<file path="src/rtl/rx_uart_pkg.sv">
// Shared types and constants for the 8N1 UART receiver that drives the LED bank.
package rx_uart_pkg;

  localparam int CLKS_PER_BIT = 10;
  localparam int DATA_BITS    = 8;

  typedef enum logic [2:0] {
    IDLE    = 3'd0,
    START   = 3'd1,
    DATA    = 3'd2,
    STOP    = 3'd3,
    CLEANUP = 3'd4
  } state_t;

  localparam logic [7:0] ASCII_LF = 8'h0A;
  localparam logic [7:0] ASCII_CR = 8'h0D;

  // Terminal line controls never reach the LEDs.
  function automatic logic is_line_ctrl(input logic [7:0] b);
    return (b == ASCII_LF) || (b == ASCII_CR);
  endfunction

endpackage

</file>
<file path="src/rtl/uart_rx_core.sv">
// 8N1 receive engine: line synchronizer, frame FSM and LSB-first shift register.
module uart_rx_core
  import rx_uart_pkg::*;
#(
  parameter int CLKS_PER_BIT_P = CLKS_PER_BIT,
  parameter int DATA_BITS_P    = DATA_BITS
) (
  input  logic                   clk,
  input  logic                   rst,
  input  logic                   rx,
  output logic [DATA_BITS_P-1:0] rx_byte,
  output logic                   byte_valid,
  output logic                   frame_err
);

  localparam int CW = $clog2(CLKS_PER_BIT_P);
  localparam int IW = $clog2(DATA_BITS_P);
  localparam logic [CW-1:0] BIT_LAST  = CW'(CLKS_PER_BIT_P - 1);
  localparam logic [CW-1:0] HALF_LAST = CW'(CLKS_PER_BIT_P / 2 - 1);
  localparam logic [IW-1:0] IDX_LAST  = IW'(DATA_BITS_P - 1);

  logic [1:0]             sync_r;
  logic                   rx_s;
  state_t                 state_r, state_s;
  logic [CW-1:0]          cnt_r, cnt_s;
  logic [IW-1:0]          idx_r, idx_s;
  logic [DATA_BITS_P-1:0] shift_r, shift_s;
  logic                   valid_r, valid_s;
  logic                   err_r, err_s;

  // Two-flop synchronizer; resets to the idle-high line level.
  always_ff @(posedge clk or posedge rst) begin
    if (rst) begin
      sync_r <= 2'b11;
    end else begin
      sync_r <= {sync_r[0], rx};
    end
  end

  assign rx_s = sync_r[1];

  // FSM, counters, shift register and status pulses.
  always_ff @(posedge clk or posedge rst) begin
    if (rst) begin
      state_r <= IDLE;
      cnt_r   <= '0;
      idx_r   <= '0;
      shift_r <= '0;
      valid_r <= 1'b0;
      err_r   <= 1'b0;
    end else begin
      state_r <= state_s;
      cnt_r   <= cnt_s;
      idx_r   <= idx_s;
      shift_r <= shift_s;
      valid_r <= valid_s;
      err_r   <= err_s;
    end
  end

  // Next-state: bits are sampled mid-bit, aligned by the half-bit start check.
  always_comb begin
    state_s = state_r;
    cnt_s   = cnt_r;
    idx_s   = idx_r;
    shift_s = shift_r;
    valid_s = 1'b0;
    err_s   = 1'b0;
    case (state_r)
      IDLE: begin
        if (!rx_s) begin
          cnt_s   = '0;
          state_s = START;
        end else begin
          state_s = IDLE;
        end
      end
      START: begin
        if (cnt_r == HALF_LAST) begin
          cnt_s = '0;
          if (!rx_s) begin
            idx_s   = '0;
            state_s = DATA;
          end else begin
            state_s = IDLE;
          end
        end else begin
          cnt_s = cnt_r + CW'(1);
        end
      end
      DATA: begin
        if (cnt_r == BIT_LAST) begin
          cnt_s          = '0;
          shift_s[idx_r] = rx_s;
          if (idx_r == IDX_LAST) begin
            state_s = STOP;
          end else begin
            idx_s = idx_r + IW'(1);
          end
        end else begin
          cnt_s = cnt_r + CW'(1);
        end
      end
      STOP: begin
        if (cnt_r == BIT_LAST) begin
          cnt_s   = '0;
          state_s = CLEANUP;
          if (rx_s) begin
            valid_s = 1'b1;
          end else begin
            err_s = 1'b1;
          end
        end else begin
          cnt_s = cnt_r + CW'(1);
        end
      end
      CLEANUP: begin
        state_s = IDLE;
      end
      default: begin
        state_s = IDLE;
      end
    endcase
  end

  assign rx_byte    = shift_r;
  assign byte_valid = valid_r;
  assign frame_err  = err_r;

endmodule

</file>
<file path="src/rtl/rx_uart_top.sv">
// UART receiver top: serial line in, last printable byte held on the LED bank.
module rx_uart_top
  import rx_uart_pkg::*;
(
  input  logic       clk,
  input  logic       rst,
  input  logic       bit_serial,
  output logic [7:0] out_to_leds_top
);

  logic [7:0] rx_byte;
  logic       byte_valid;
  logic       frame_err;
  logic [7:0] leds_r;

  uart_rx_core #(
    .CLKS_PER_BIT_P(CLKS_PER_BIT),
    .DATA_BITS_P   (DATA_BITS)
  ) u_core (
    .clk       (clk),
    .rst       (rst),
    .rx        (bit_serial),
    .rx_byte   (rx_byte),
    .byte_valid(byte_valid),
    .frame_err (frame_err)
  );

  // LED register: load only good frames that are not LF/CR.
  always_ff @(posedge clk or posedge rst) begin
    if (rst) begin
      leds_r <= 8'h00;
    end else if (byte_valid && !frame_err && !is_line_ctrl(rx_byte)) begin
      leds_r <= rx_byte;
    end else begin
      leds_r <= leds_r;
    end
  end

  assign out_to_leds_top = leds_r;

endmodule

</file>
<file path="config.mk">
export PLATFORM = sky130hd
export DESIGN_NAME = rx_uart_top
export DESIGN_NICKNAME = d
export VERILOG_FILES = /design/src/rtl/rx_uart_pkg.sv /design/src/rtl/uart_rx_core.sv /design/src/rtl/rx_uart_top.sv
export SDC_FILE = /design/constraint.sdc
export NUM_CORES = 1
export LEC_CHECK = 0
export ABC_AREA = 1
export ABC_CLOCK_PERIOD_IN_PS = 1450
export BUFFER_PORTS_ARGS = -buffer_cell sky130_fd_sc_hd__buf_2
export CAP_MARGIN = 40
export CORE_ASPECT_RATIO = 1.4
export CORE_UTILIZATION = 53
export DETAILED_ROUTE_END_ITERATION = 10
export GPL_ROUTABILITY_DRIVEN = 0
export HOLD_SLACK_MARGIN = 0.1
export PLACE_DENSITY_LB_ADDON = 0.12
export SLEW_MARGIN = 15
export SYNTH_ARGS = -nofsm -noshare
export SYNTH_HDL_FRONTEND = slang
export SYNTH_SLANG_ARGS = --single-unit
</file>
<file path="constraint.sdc">
create_clock -name clk -period 1.45 [get_ports clk]
set_input_delay 0.0725 -clock clk [delete_from_list [all_inputs] [get_ports clk]]
set_output_delay 0.0725 -clock clk [all_outputs]
set_load 0.01 [all_outputs]
</file>
# [Yosys cells after proc, flatten, opt, wreduce, memory -nomap -nowiden]
# Cells that the tools add are included.
[word_totals] ff_bits=30 in_bits=3 romBits=0 latchBits=0 mem_bits_rw=0 elab_cells=66 n_memories=0
[classes] order_cmp=2 muxes=25 div_mod_pow=0 addsub=2 n_bitwise=0 reduce_logical=14 shift=0 n_mul=0 n_eq_ne=15
[ops] cell="$mux 3" n=8
[ops] cell="$eq 8x4->1 const B" n=2
[ops] cell="$mux 4" n=3
[ops] cell="$pmux 3 s4" n=1
[ops] cell="$pmux 4 s3" n=1
[ops] cell="$bwmux 8" n=1
[ops] cell="$mux 1" n=8
[ops] cell="$ne 2x1->1 const B" n=4
[ops] cell="$eq 3x2->1 const B" n=2
[ops] cell="$ne 2x2->1 const B" n=3
[ops] cell="$pmux 3 s2" n=1
[ops] cell="$reduce_and 5->1" n=1
[ops] cell="$add 4x1->4 const B" n=1
[ops] cell="$eq 4x3->1 const B" n=1
[ops] cell="$eq 4x4->1 const B" n=1
[ops] cell="$lt 3x4->1 const B" n=1
[ops] cell="$reduce_and 2->1" n=2
[ops] cell="$reduce_and 4->1" n=1
[ops] cell="$add 3x1->3 const B" n=1
[ops] cell="$demux 1 s3" n=1
[ops] cell="$eq 3x1->1 const B" n=1
[ops] cell="$eq 3x3->1 const B" n=1
[ops] cell="$ge 3x1->1 const B" n=1
[ops] cell="$logic_and 1x1->1" n=3
[ops] cell="7 further kinds" n=8

# [Depth between registers and ports, before layout]
# Gate-level depths: netlist of run 1.
[logic_depth] word_depth=5 depth_mapped=9

# [Hierarchy]
# A second synthesis of run 1 with hierarchy kept.
[hier_totals] hier_cells=186 area_unflattened_um2=1582.8
[by_module_without_submodules] mod="uart_rx_core" seq_area_each_um2=553.0 instances=1 area_each_um2=1179.9 cells_per_inst=135
[by_module_without_submodules] mod="rx_uart_top" seq_area_each_um2=200.2 instances=1 area_each_um2=402.9 cells_per_inst=51

# [Worst setup path after synthesis of run 1]
# Ideal clock, no wire load.
[synth_path] kind="register -> register" from="register u_core.cnt_r[1]" to="register u_core.idx_r[0]" t_required_ns=1.333 path_stages_with_launch=10 t_arrival_ns=1.279 slack_ns=0.054 setup_ns=0.117 synth_period_minus_slack_ns=1.396 path_cell_list="dfrtp_1 -> inv_1 -> ha_1 -> nand2_1 -> nor2_1 -> nand2_4 -> o21ai_2 -> nand2_2 -> nand2_1 -> nand2_1"
[synth_between] elab_chain_cells=3
[synth_lines] item="start: declaration" line="uart_rx_core.sv:25" source="logic [CW-1:0] cnt_r, cnt_s;"
[synth_lines] item="start signal: assignment" line="uart_rx_core.sv:53" source="cnt_r <= cnt_s;"
[synth_lines] item="$eq 4x4->1 / $eq 4x3->1 (equally long branches)" line="uart_rx_core.sv:92, uart_rx_core.sv:79"
[synth_lines] item="$ne 2x1->1 (no line)"
[synth_lines] item="$reduce_and 5->1 (no line) (*)"
[synth_lines] item="end signal: assignment" line="uart_rx_core.sv:54" source="idx_r <= idx_s;"
[synth_lines] item="end: declaration" line="uart_rx_core.sv:26" source="logic [IW-1:0] idx_r, idx_s;"
# Mark *: on every way between the ends. The rest lies on a longest branch, timed or not.
# A chain may end at the register's enable or synchronous reset.

# [Worst setup path in the final report of run 1]
# Same ends and word-level chain as after synthesis.

==> impl_metrics.tcl, run 1 <==
set metrics [dict create \
    pwr_density_cell_nw_per_um2 1562 \
    portBuffers 10 \
    wl_um 2897 \
    setup_viol 0 \
    dr.pass1.iters 4 \
    cap_violations 0 \
    cts_tree "built" \
    max_freq_mhz 731.5 \
    num_rows 22 \
    grt_pass1_wl_um 5057 \
    place_inst 227 \
    final_cells 239 \
    pwr-share-seq_pct 43.3 \
    fin_nets 211 \
    layout-drive-gt1-share_pct 24.14 \
    syn_area_per_cell_um2 8.568 \
    grt_max_degree 31 \
    total_power_mw 2.776 \
    ios 11 \
    synth_cells 177 \
    seq_area_frac_synth_pct 49.67 \
    start_kind "flip-flop" \
    clk-insertion-delay-late_ns 0.33 \
    cts_buffer_depth 2 \
    groute.usage.overall_pct 22.90 \
    vias_per_cell 5.146 \
    drt_first_iter_violations 26 \
    fin_skew_ns 0.01098 \
    tightest_slew_ns 0.4193 \
    p_switching_mw 1.107 \
    worstPathArrival_ns 1.59 \
    grt_overflow_total 0 \
    ys.flop_type "dfrtp_1" \
    wl_per_cell_um 12.12 \
    dp_hpwl_um 2160 \
    ir_drop_v 0.0009561 \
    holdCritPathClass "in2async" \
    fin_crit_sh_pct 94.28 \
    leakage_nw 0.9363 \
    async_flop_share_pct 100.0 \
    die_y_um 65.29 \
    antenna_found_initial 0 \
    synth_edf_count 0 \
    relSlewSlack_pct 72.02 \
    power.internal_mw 1.668 \
    drcViolationCount 0 \
    n_antenna_cell 0 \
    required_ns 1.67 \
    areaGrowthSynthToFinish_pct 17.16 \
    cts_root_buf "clkbuf_4" \
    outcome "complete, no violations" \
    dieWidth_um 47.21 \
    fin_tns_setup_ns 0 \
    synth.area.top_cells "dfrtp_1 (46%), nand2_1 (13%), nand3_1 (9.9%), ha_1 (5.0%), inv_1 (4.2%)" \
    synth_top_cell_area_share_pct 46.20 \
    numCtsBuffers 5 \
    num_vias 1230 \
    critical_path_class "reg2reg" \
    p_clk_share_pct 18.5 \
    endpoint_kind "flip-flop" \
    crit_fanout 4 \
    hold_viol_final 0 \
    p_sw_share_pct 39.89 \
    layout_min_cycle_time_ns 1.367 \
    yosysMostFrequentCell "nand2_1" \
    initial_core_util_pct 56.79 \
    yosysWarnings 0 \
    ctsHtreeMaxLevel 2 \
    synth_largest_area_cell "dfrtp_1" \
    synthTopCellsByCount "nand2_1 (52), nand3_1 (30), dfrtp_1 (28)" \
    grt_pass1_vias 1215 \
    rsz0062_at_grt "yes" \
    synth_nets 186 \
    r2r_cells 8 \
    path_clk_slew_ns 0.10 \
    coreArea_um2 2670 \
    synth_area_um2 1516 \
    p_comb_share_pct 38.2 \
    final_max_slew_viol_count 0 \
    die_area_um2 3082 \
    yosysUniqueCellTypes 25 \
    clock-sinks 30 \
    synth-seq-cells 30 \
    drtAntennaViolNets 0 \
]
## cells in the final DEF, fill, tap and decap left out, types with 2 or more instances in the layout
cell type / netlist / layout
dfrtp_2: 0 / 2
dfstp_2: 2 / 2
o21ai_0: 2 / 2
clkbuf_4: 0 / 5
nand2_2: 3 / 5
nor3_1: 2 / 2
ha_1: 6 / 5
buf_2: 0 / 10
dfrtp_1: 28 / 26
nor2_2: 3 / 3
nand2_1: 52 / 50
nor2_4: 4 / 5
dlygate4sd3_1: 0 / 2
buf_4: 0 / 6
nand2_4: 2 / 2
inv_2: 2 / 3
inv_1: 17 / 16
o21ai_1: 6 / 6
a31oi_1: 2 / 2
nor2_1: 7 / 6
nand3_1: 30 / 29
## what timing repair did
| item | in CTS | in global routing |
|---|---|---|
| gates resized for setup | 2 | 9 |
| endpoints found under the hold margin | 31 | 0 |
| endpoints found under the setup margin | 5 | 12 |
| pin swaps | 0 | 8 |
| hold buffers | 2 | 0 |
| setup buffers | 0 | 2 |
## cells by family (layout without fill, tap and decap cells)
logic type,Yosys count,count (layout),synth area share [%]
fa+ha+maj,6,6,4.950
xor+xnor,1,1,0.5777
buf+inv,19,45,4.703
flops,30,30,49.67
compound gates,14,14,5.363
simple gates,107,107,34.74
## power by group through the flow
| stage | clock, mW | sequential [mW] | combinational, mW |
|---|---|---|---|
| after floorplan | 0 | 1.20 | 0.669 |
| after global placement | 0 | 1.19 | 0.916 |
| after detailed placement | 0 | 1.20 | 0.948 |
| after CTS | 0.526 | 1.19 | 0.966 |
| after global routing | 0.571 | 1.23 | 1.19 |
| final | 0.514 | 1.20 | 1.06 |
## state kept, by name, summed over array words and instances (netlist names)
name	count
u_core.sync_r	2
u_core.frame_err	1
u_core.byte_valid	1
u_core.state_r	3
u_core.idx_r	3
u_core.cnt_r	4
u_core.rx_byte	8
out_to_leds_top	8
## metal layers
| layer | global-route usage (%) | up-vias | routed length [um] |
|---|---|---|---|
| met5 | 0 | - | 0 |
| met4 | 7.500 | 0 | 44 |
| met3 | 6.593 | 5 | 69 |
| met2 | 41.84 | 13 | 1599 |
| met1 | 23.56 | 585 | 1183 |
| li1 | - | 627 | - |
## area by class of cell
class                   count  area [um2]
well taps                  36       45.04
clock inverters             1       5.005
clock buffers               7       55.05
multi-input cells         128       729.5
inverters                  19       71.32
fillers                   224       893.4
repair buffers             18       115.1
flip-flops and latches     30       755.7
## worst paths after layout
check / start / to / slack, ns
max: u_core.cnt_r[1]$_DFFE_PP0P_ / u_core.idx_r[0]$_DFFE_PP0P_ / 0.08
min: rst / out_to_leds_top[5]$_DFFE_PP0P_ / 0.35
max reg2reg: u_core.cnt_r[1]$_DFFE_PP0P_ / u_core.idx_r[0]$_DFFE_PP0P_ / 0.08
min reg2reg: u_core.sync_r[0]$_DFF_PP1_ / u_core.sync_r[1]$_DFF_PP1_ / 0.36
max in group asynchronous: rst / u_core.sync_r[0]$_DFF_PP1_ / 0.78
min in group clk: u_core.sync_r[0]$_DFF_PP1_ / u_core.sync_r[1]$_DFF_PP1_ / 0.36
## through the flow
| stage | utilization, % | setup slack [ns] | hold WS (ns) | area (um2) |
|---|---|---|---|---|
| after floorplan | - | 0.05441 | 0.07698 | 1516 |
| after global placement | 61.48 | 0.05269 | 0.1524 | 1642 |
| after detailed placement | 61.48 | -0.003810 | 0.1626 | 1642 |
| after CTS | 64.67 | 0.03445 | 0.3474 | 1727 |
| after global routing | 66.54 | -0.004717 | 0.3631 | 1777 |
| final | 66.54 | 0.08295 | 0.3545 | 1777 |
## critical path, cell delays in order (launching register included)
cell and delay, ns:
dfrtp_1 0.40, inv_2 0.09, buf_4 0.10, ha_1 0.14, nand3_2 0.13, o21ai_4 0.20
nand2_2 0.08, nand2_1 0.07, nand2_1 0.05
Note: power is estimated with default switching activity, not from simulation.
==> run 2: changes to the inputs <==
Settings changed: SYNTH_HIERARCHICAL from default to 1.
==> impl_metrics.tcl, run 2 <==
set metrics [dict create \
    coreArea_um2 2849 \
    synth_nets 195 \
    groute.usage.overall_pct 23.99 \
    drt_first_iter_violations 42 \
    wl_per_cell_um 13.10 \
    grt_pass1_wl_um 5188 \
    final_max_slew_viol_count 0 \
    cts_buffer_depth 2 \
    wl_um 3302 \
    cap_violations 0 \
    hold_viol_final 0 \
    n_antenna_cell 0 \
    synth_largest_area_cell "dfrtp_1" \
    synth-seq-cells 30 \
    die_area_um2 3212 \
    yosysMostFrequentCell "nand2_1" \
    tightest_slew_ns 0.4009 \
    synthTopCellsByCount "nand2_1 (49), dfrtp_1 (28), inv_1 (22), nand3_1 (22), nor2_1 (12)" \
    grt_overflow_total 0 \
    route.met2.wl_um 1885 \
    yosysUniqueCellTypes 28 \
    required_ns 1.62 \
    fin_crit_sh_pct 96.95 \
    placed_area_um2 1712 \
    final_common_cell "nand2_1" \
    drtAntennaViolNets 0 \
    top_layer_used "met4" \
    ir_drop_v 0.0008630 \
    dr.pass1.iters 4 \
    relSlewSlack_pct 73.11 \
    dp_hpwl_um 2486 \
    num_vias 1317 \
    cp_cell_sequence "inv_2, ha_1, nand3_2, o21ai_2, nand3_2, nand2_1, nand2_1" \
    layout-drive-gt1-share_pct 26.51 \
    num_rows 23 \
    leakage_nw 1.036 \
    synth_area_um2 1583 \
    cts_root_buf "clkbuf_8" \
    ios 11 \
    worstPathArrival_ns 1.57 \
    critical_path_class "reg2reg" \
    endpoint_kind "flip-flop" \
    setup_viol 0 \
    die_y_um 66.66 \
    cp_top_family "flip-flops" \
    vias_per_cell 5.226 \
    areaGrowthSynthToFinish_pct 18.74 \
    grt_max_degree 13 \
    crit_fanout 4 \
    drcViolationCount 0 \
    fin_tns_setup_ns 0 \
    fin_skew_ns 0.005519 \
    path_clk_slew_ns 0.06 \
    worst_path_largest_cell_delay_ns 0.42 \
    yosysWarnings 6 \
    ys.flop_type "dfrtp_1" \
    numCtsBuffers 5 \
    initial_core_util_pct 55.56 \
    wl_met1_um 1228 \
    async_flop_share_pct 100.0 \
    outcome "complete, no violations" \
    worst_slack_ns 0.04416 \
    holdCritPathClass "in2async" \
    fin_nets 223 \
    clock-sinks 30 \
    synth.area.top_cells "dfrtp_1 (44%), nand2_1 (12%), nand3_1 (7.0%), inv_1 (5.2%), ha_1 (4.7%)" \
    synth_top_cell_area_share_pct 44.27 \
    start_kind "flip-flop" \
    layout_common_cells "nand2_1 (48), dfrtp_1 (28), inv_1 (20), nand3_1 (20), nor2_1 (12)" \
    finalInstanceArea_um2 1879 \
    syn_area_per_cell_um2 8.510 \
    layout_min_cycle_time_ns 1.406 \
    grt_pass1_vias 1250 \
    max_freq_mhz 711.3 \
    synth_cells 186 \
    seq_area_frac_synth_pct 47.59 \
    path_buf_inv 1 \
    ctsHtreeMaxLevel 2 \
    clk-insertion-delay-late_ns 0.28 \
    critical-path-slowest-cell "dfrtp_1" \
    portBuffers 10 \
    dieWidth_um 48.19 \
    post-place-ws_ns -0.02789 \
    antenna_found_initial 0 \
    cts_tree "built" \
    pwr_density_cell_nw_per_um2 1467 \
    total_power_mw 2.757 \
    synth_edf_count 0 \
    wl_met3_um 100 \
]
==> run 2: cell types whose count changed after synthesis, moves of 3 or more <==
cell | previous run | this run
nand2_1 | 52 | 49
o21ai_1 | 6 | 9
inv_1 | 17 | 22
nor2_1 | 7 | 12
nand3_1 | 30 | 22
==> run 2: path summary, 6_finish.rpt <==
| check | cells past startpoint | startpoint | end | slack (ns) |
|---|---|---|---|---|
| setup / recovery | 7 | u_core/cnt_r[0]$_DFFE_PP0P_ | u_core/idx_r[2]$_DFFE_PP0P_ | 0.04 |
| hold / removal | 3 | rst | out_to_leds_top[0]$_DFFE_PP0P_ | 0.28 |
| setup reg to reg | 7 | u_core/cnt_r[0]$_DFFE_PP0P_ | u_core/idx_r[2]$_DFFE_PP0P_ | 0.04 |
| hold reg to reg | 0 | u_core/sync_r[0]$_DFF_PP1_ | u_core/sync_r[1]$_DFF_PP1_ | 0.36 |
| max in group asynchronous | 4 | rst | u_core/state_r[0]$_DFFE_PP0P_ | 0.60 |
| min in group clk | 0 | u_core/sync_r[0]$_DFF_PP1_ | u_core/sync_r[1]$_DFF_PP1_ | 0.36 |
==> run 2: kinds of logic (layout without fill, tap and decap cells) <==
kind of cell             after synthesis  in the layout  share of synthesized area (%)
XOR/XNOR                               2              2                          1.107
flip-flops                            30             30                          47.59
buffers and inverters                 27             56                          6.561
adder cells (fa/ha/maj)                6              6                          4.743
AO/OA/AOI/OAI                         15             15                          5.612
AND/OR/NAND/NOR                      106            106                          34.39
==> run 2: report_power, final <==
part / switching, mW / leakage, nW / total [mW] / internal (mW)
clock: 0.284 / 0.0395 / 0.623 / 0.340
sequential: 0.145 / 0.400 / 1.09 / 0.944
combinational: 0.633 / 0.596 / 1.04 / 0.412
==> run 2: layout make-up <==
| type | instances | area, um2 |
|---|---|---|
| Timing Repair Buffer | 22 | 145.1 |
| Multi-Input combinational cell | 129 | 755.7 |
| Inverter | 26 | 98.84 |
| Clock buffer | 8 | 80.08 |
| Sequential cell | 30 | 753.2 |
| Fill cell | 227 | 969.7 |
| Tap cell | 37 | 46.29 |
==> run 2: stage by stage <==
stage / hold slack (ns) / utilization (%) / instances
after floorplan: -0.1118 / - / 186
after global placement: 0.03669 / 60.08 / 237
after detailed placement: 0.04600 / 60.08 / 237
after CTS: 0.2893 / 63.94 / 248
after global routing: 0.3534 / 65.96 / 252
final: 0.2840 / 65.96 / 252
==> run 2: timing repair <==
| item | 4_1_cts | 5_1_grt |
|---|---|---|
| endpoints found under the hold margin | 19 | 0 |
| pin swaps | 1 | 5 |
| setup endpoints to repair | 3 | 10 |
| buffers inserted | 1 | 4 |
| hold buffers | 2 | 0 |
| gates resized for setup | 2 | 8 |
==> run 2: tightest hold or removal path, delay by kind of cell <==
family	cells	cell delay (ns)
buf+inv	3	0.89
==> run 2: per-layer routing <==
layer | up-vias | track usage (%)
met3 | 9 | 7.046
met1 | 626 | 21.78
met4 | 0 | 14.58
met2 | 36 | 42.83
met5 | - | 0
li1 | 646 | -
